[src/rtl/sv_common_pkg.sv]
// Shared types for pipeline register slices: the skid buffer state encoding.
// The encoding doubles as the occupancy count reported on the level port.
package sv_common_pkg;

    typedef enum logic [1:0] {
        SKID_EMPTY = 2'd0,
        SKID_BUSY  = 2'd1,
        SKID_FULL  = 2'd2
    } skid_state_e;

endpackage

[src/rtl/dff_async_rst_en.sv]
// Enabled payload register with asynchronous active-low clear.
// Used for both the main (output) and skid (overflow) storage of the skid buffer.
module dff_async_rst_en #(
    parameter int W = 8
) (
    input  logic         clk,
    input  logic         rst_n,
    input  logic         en_i,
    input  logic [W-1:0] d_i,
    output logic [W-1:0] q_o
);

    always_ff @(posedge clk or negedge rst_n) begin
        if (!rst_n) begin
            q_o <= '0;
        end else if (en_i) begin
            q_o <= d_i;
        end
    end

endmodule

[src/rtl/skid_buffer_async_rst.sv]
// Two-entry valid/ready register slice: data, valid and ready are all flop-driven,
// so downstream back-pressure never reaches the producer combinationally.
module skid_buffer_async_rst
    import sv_common_pkg::*;
#(
    parameter int DWIDTH = 8
) (
    input  logic              clk,
    input  logic              rst_n,
    input  logic              s_valid,
    output logic              s_ready,
    input  logic [DWIDTH-1:0] s_data,
    output logic              m_valid,
    input  logic              m_ready,
    output logic [DWIDTH-1:0] m_data,
    output logic [1:0]        level
);

    skid_state_e       state_q;
    skid_state_e       state_d;
    logic              s_ready_q;
    logic              s_ready_d;
    logic              s_fire;
    logic              m_fire;
    logic              main_en;
    logic              main_from_skid;
    logic              skid_en;
    logic [DWIDTH-1:0] main_d;
    logic [DWIDTH-1:0] skid_q;

    assign s_fire = s_valid & s_ready_q;
    assign m_fire = m_valid & m_ready;

    always_comb begin
        state_d        = state_q;
        main_en        = 1'b0;
        main_from_skid = 1'b0;
        skid_en        = 1'b0;
        case (state_q)
            SKID_EMPTY: begin
                if (s_fire) begin
                    main_en = 1'b1;
                    state_d = SKID_BUSY;
                end
            end
            SKID_BUSY: begin
                if (s_fire && m_fire) begin
                    main_en = 1'b1;
                end else if (s_fire) begin
                    skid_en = 1'b1;
                    state_d = SKID_FULL;
                end else if (m_fire) begin
                    state_d = SKID_EMPTY;
                end
            end
            SKID_FULL: begin
                if (m_fire) begin
                    main_en        = 1'b1;
                    main_from_skid = 1'b1;
                    state_d        = SKID_BUSY;
                end
            end
            default: begin
                state_d = SKID_EMPTY;
            end
        endcase
    end

    // Ready is registered from the next state, so it drops in the same edge that fills the skid slot.
    assign s_ready_d = (state_d != SKID_FULL);

    always_ff @(posedge clk or negedge rst_n) begin
        if (!rst_n) begin
            state_q   <= SKID_EMPTY;
            s_ready_q <= 1'b0;
        end else begin
            state_q   <= state_d;
            s_ready_q <= s_ready_d;
        end
    end

    assign main_d = main_from_skid ? skid_q : s_data;

    dff_async_rst_en #(.W(DWIDTH)) u_main_reg (
        .clk   (clk),
        .rst_n (rst_n),
        .en_i  (main_en),
        .d_i   (main_d),
        .q_o   (m_data)
    );

    dff_async_rst_en #(.W(DWIDTH)) u_skid_reg (
        .clk   (clk),
        .rst_n (rst_n),
        .en_i  (skid_en),
        .d_i   (s_data),
        .q_o   (skid_q)
    );

    assign s_ready = s_ready_q;
    assign m_valid = (state_q == SKID_BUSY) || (state_q == SKID_FULL);
    assign level   = state_q;

endmodule

[config.mk]
export PLATFORM = sky130hd
export DESIGN_NAME = skid_buffer_async_rst
export DESIGN_NICKNAME = d
export VERILOG_FILES = /design/src/rtl/sv_common_pkg.sv /design/src/rtl/dff_async_rst_en.sv /design/src/rtl/skid_buffer_async_rst.sv
export SDC_FILE = /design/constraint.sdc
export NUM_CORES = 1
export LEC_CHECK = 0
export ABC_AREA = 1
export CAP_MARGIN = 20
export CORE_MARGIN = 1.5
export CORE_UTILIZATION = 30
export DETAILED_ROUTE_END_ITERATION = 6
export GPL_TIMING_DRIVEN = 0
export RECOVER_POWER = 25
export SYNTH_ARGS = -nofsm -noshare
export SYNTH_HDL_FRONTEND = slang
export SYNTH_SLANG_ARGS = --single-unit
[constraint.sdc]
create_clock -name clk -period 1.6 [get_ports clk]
set_clock_uncertainty 0.1 [all_clocks]
set_input_delay 0.32 -clock clk [delete_from_list [all_inputs] [get_ports clk]]
set_output_delay 0.32 -clock clk [all_outputs]
set_load 0.02 [all_outputs]
==> flow_results.org <==
** Outcome
- Status :: complete, but fails checks
- Violated checks :: setup timing

** Logic synthesis
- Synthesized netlist net count :: 138
- Combinational family with the most area after synthesis :: simple AND/OR/NAND/NOR gates
- Dividing the synthesized area by the synthesized cell count gives 8.38 µm².
- During synthesis, Yosys emitted a total of 0 warnings.
- Of the total synthesized cell area, the portion taken by full adders, half adders and majority gates is 0.0490.
- Area fraction in compound gates after synthesis :: 0.0967
- Yosys mapped the design onto 18 distinct sky130hd cell types.
- Summing every instance area after synthesis gives 1020 µm².
- Of the total synthesized cell area, the portion taken by AND, OR, NAND and NOR gates is 0.304.
- Of the post-synthesis cell area, the part taken by muxes is 0.
- In the synthesized netlist, the number of instances is 122.
- Post-synthesis xor/xnor area fraction :: 0
- #FFs+latches synth :: 19
- Sequential cell area fraction in the yosys report :: 0.465

** Place
- Setup slack after placement :: -182 ps
- Global placer's final weighted congestion :: 0.761
- The wire-length estimate of the detail-placed layout is 1.56 mm.
- Including well taps, the total number of placed cells is 191.
- Input and output buffers added on the ports amount to 23.

** Worst setup path
- Critical Path Stages :: 3
- Category of the critical setup timing path :: reg2out
- Counting both buffers and inverters, the worst setup path holds a total of 2.
- For the worst setup path, the data required time is 1180 ps.
- CP endpoint kind :: output pin
- Counting cells, the worst reg-to-reg path comes to 9.
- STA puts the critical path data arrival time at 1180 ps.
- Cell with the largest stage delay on the worst path :: sky130_fd_sc_hd__dfrtp_2
- In this run the worst setup path terminates at m_valid.
- RR Endpoint :: u_main_reg.q_o[0]$_DFFE_PN0P_
- Setup slack, reg-to-reg :: 50 ps
- Delay of the slowest critical-path stage :: 450 ps
- Of all nets on the critical path, the largest fanout is 4.
- Crit path max-delay family :: flip-flops
- Startpoint of the worst register-to-register path :: level[0]$_DFF_PN0_
- STA classifies the critical path startpoint as a flip-flop.
- In this run the worst setup path begins at level[0]$_DFF_PN0_.
- The critical path goes through inv_2 -> ha_4 -> buf_6.

** Final layout
- Final instance count without filler cells :: 202
- Final net count :: 173
- After filler insertion, the fill cell instance count of the layout stands at 346.
- In the final layout, the share of cells above drive strength 1 is 0.244.
- Compared with the post-synthesis result, the final layout area differs by 41.6%.
- Diode insertion count for antenna repair :: 0

** Clock tree
- The tree is rooted in a sky130_fd_sc_hd__clkbuf_4.
- TritonCTS clock tree :: built
- Number of buffers added by the clock tree synthesis step :: 3
- CTS H-tree depth :: 1
- Bufs on Longest Clock Path :: 2
- For the worst-skew pair, the clock arrives at the later sink with an insertion delay of 290 ps.
- Clock-pin slew was measured on the worst setup and hold paths at 100 ps.
- Sinks on Clock Net :: 19

** Power and ir drop
- Total design power :: 2.43 mW
- Power spread over the standard cell area amounts to 1680 nW/µm².
- Static leakage :: 0.738 nW
- IR analysis of the VDD net gives a maximum drop of 306 µV.

** Drt
- For this block, the initial DRC count from the detailed router was 48.
- Before antenna repair, the detailed router went through 4 iterations.
- After detailed routing, the average wire length per cell comes to 10.5 µm.
- The routed layout has 867 vias.
- Wires add up to 2.11 mm.
- Residual DRC count :: 0
- The count of nets left with antenna violations once routing finished came out at 0.
- Via-per-instance ratio :: 4.29

** GRT
- Initial antenna violation count :: 0
- Pin count of the biggest net entering global routing :: 20
- Total global routing overflow :: 0
- The number of global-route vias before repair is 779.
- Wire length of the first global-routing pass :: 3.29 mm
- Across every metal layer, demand over resource in global routing totals 0.116.

** Timing
- Transition time at the pin with the least slew margin :: 860 ps
- Worst path setup slack after routing :: -1.12 ps
- On the final layout, the worst hold slack is 371 ps.
- Fmax :: 625 MHz
- The worst path in the final design needs a cycle of 1600 ps, including I/O delays and setup.
- Setup violations remaining at the end of the flow were counted as 1.
- Final period util :: 1.00
- Measured against its own limit, the worst slew margin works out to 0.425.
- Setup repair after global routing could not meet its margin everywhere.
- The number of hold violations in the final report came to 0.
- Number of pins with negative max-slew slack in the final report :: 0
- Total negative slack for setup checks :: -1.12 ps

** Die
- The die is 61.4 µm wide.
- Initial Utilization :: 0.309
- For this design the top-level I/O count stands at 24.
- Core area :: 3310 µm²
- In this run the core area contains 21 standard-cell rows.
- Height of the chip :: 61.4 µm
- Die area :: 3770 µm²

** Worst hold path
- Worst hold path class :: reg2reg
- Counting instances, the worst hold path has a depth of 2.

** Run
- Across the run, the number of max-cap violations was 0.
-- placed cells by master (no fill, tap or decap), drive strengths merged, types with 4 or more instances in the layout --
cell type	netlist	layout
clkdlybuf4s50	0	10
a21oi	8	8
nand2	34	34
clkbuf	0	4
dlygate4sd2	0	10
inv	15	15
nand3	20	21
dfrtp	19	19
nor2	9	9
ha	4	4
buf	3	11
o21ai	8	8
-- cell type report --
type | count | area, µm² | area share
tap | 46 | 57.6 | 0.0398
clock buffer | 4 | 26.3 | 0.0182
multi-input combinational | 85 | 520 | 0.360
inverter | 16 | 62.6 | 0.0432
sequential | 19 | 478 | 0.330
buffer | 3 | 31.3 | 0.0216
timing repair buffer | 29 | 272 | 0.188
-- worst min path at each step --
stage | endpoint | from | slack [ps]
final | u_main_reg.q_o[0]$_DFFE_PN0P_ | u_main_reg.q_o[0]$_DFFE_PN0P_ | 370
after global routing | u_main_reg.q_o[5]$_DFFE_PN0P_ | u_main_reg.q_o[5]$_DFFE_PN0P_ | 420
after CTS | u_main_reg.q_o[7]$_DFFE_PN0P_ | u_main_reg.q_o[7]$_DFFE_PN0P_ | 380
after detailed placement | u_main_reg.q_o[7]$_DFFE_PN0P_ | u_main_reg.q_o[7]$_DFFE_PN0P_ | 360
after global placement | u_main_reg.q_o[6]$_DFFE_PN0P_ | u_main_reg.q_o[6]$_DFFE_PN0P_ | 350
after floorplan | level[0]$_DFF_PN0_ | rst_n | -80
-- flip-flops by register name (all words and copies together), names as in the netlist --
| register | flops |
|---|---|
| level | 2 |
| u_main_reg.q_o | 8 |
| s_ready | 1 |
| u_skid_reg.q_o | 8 |
-- cell usage after synthesis (all sizes together) --
master / count / area, µm²
clkinv: 1 / 3.75
nand3: 20 / 130
nor2: 9 / 33.8
ha: 4 / 50.1
buf: 3 / 27.5
and2: 1 / 6.26
nand2: 34 / 140
dfrtp: 19 / 475
o21ai: 8 / 40.0
inv: 15 / 56.3
a21oi: 8 / 58.8
-- cells by family after synthesis --
family	count (synthesis)
AOI/OAI and AO/OA	16
and+or+nand+nor	64
adders and majority gates	4
DFF	19
buffers and inverters	19
-- worst reg2reg max path, stage by stage (launching register included) --
cell,delay [ps]
sky130_fd_sc_hd__dfrtp_2,410
sky130_fd_sc_hd__inv_2,70
sky130_fd_sc_hd__ha_4,290
sky130_fd_sc_hd__nand2_4,80
sky130_fd_sc_hd__inv_4,80
sky130_fd_sc_hd__nand3_4,80
sky130_fd_sc_hd__buf_4,150
sky130_fd_sc_hd__nand3_2,80
sky130_fd_sc_hd__nand3_1,90
sky130_fd_sc_hd__nand2_1,70
-- power breakdown --
part	switching, mW	leakage [nW]	internal, mW
clock	0.140	0.0150	0.0970
sequential	0.115	0.226	0.700
combinational	0.800	0.497	0.579
-- routing by layer --
layer	vias to the layer above	track usage	wire length (µm)
li1	458	-	-
met1	391	0.154	1050
met2	16	0.198	1010
met3	2	0.0126	42
met4	0	0.0365	7
met5	-	0	0
-- stage by stage --
step | util | instance area [µm²]
final | 0.437 | 1450
after global routing | 0.437 | 1450
after CTS | 0.411 | 1360
after detailed placement | 0.400 | 1330
after global placement | 0.400 | 1330
after floorplan | - | 1040
-- what timing repair did --
| action | 4_1_cts | 5_1_grt |
|---|---|---|
| setup endpoints to repair | 20 | 11 |
| gates cloned | 0 | 1 |
| hold buffers | 0 | 0 |
| gates resized for setup | 20 | 11 |
| buffers inserted | 2 | 4 |
| pin swaps | 1 | 2 |
No activity file was read; power rests on OpenSTA's default activity.
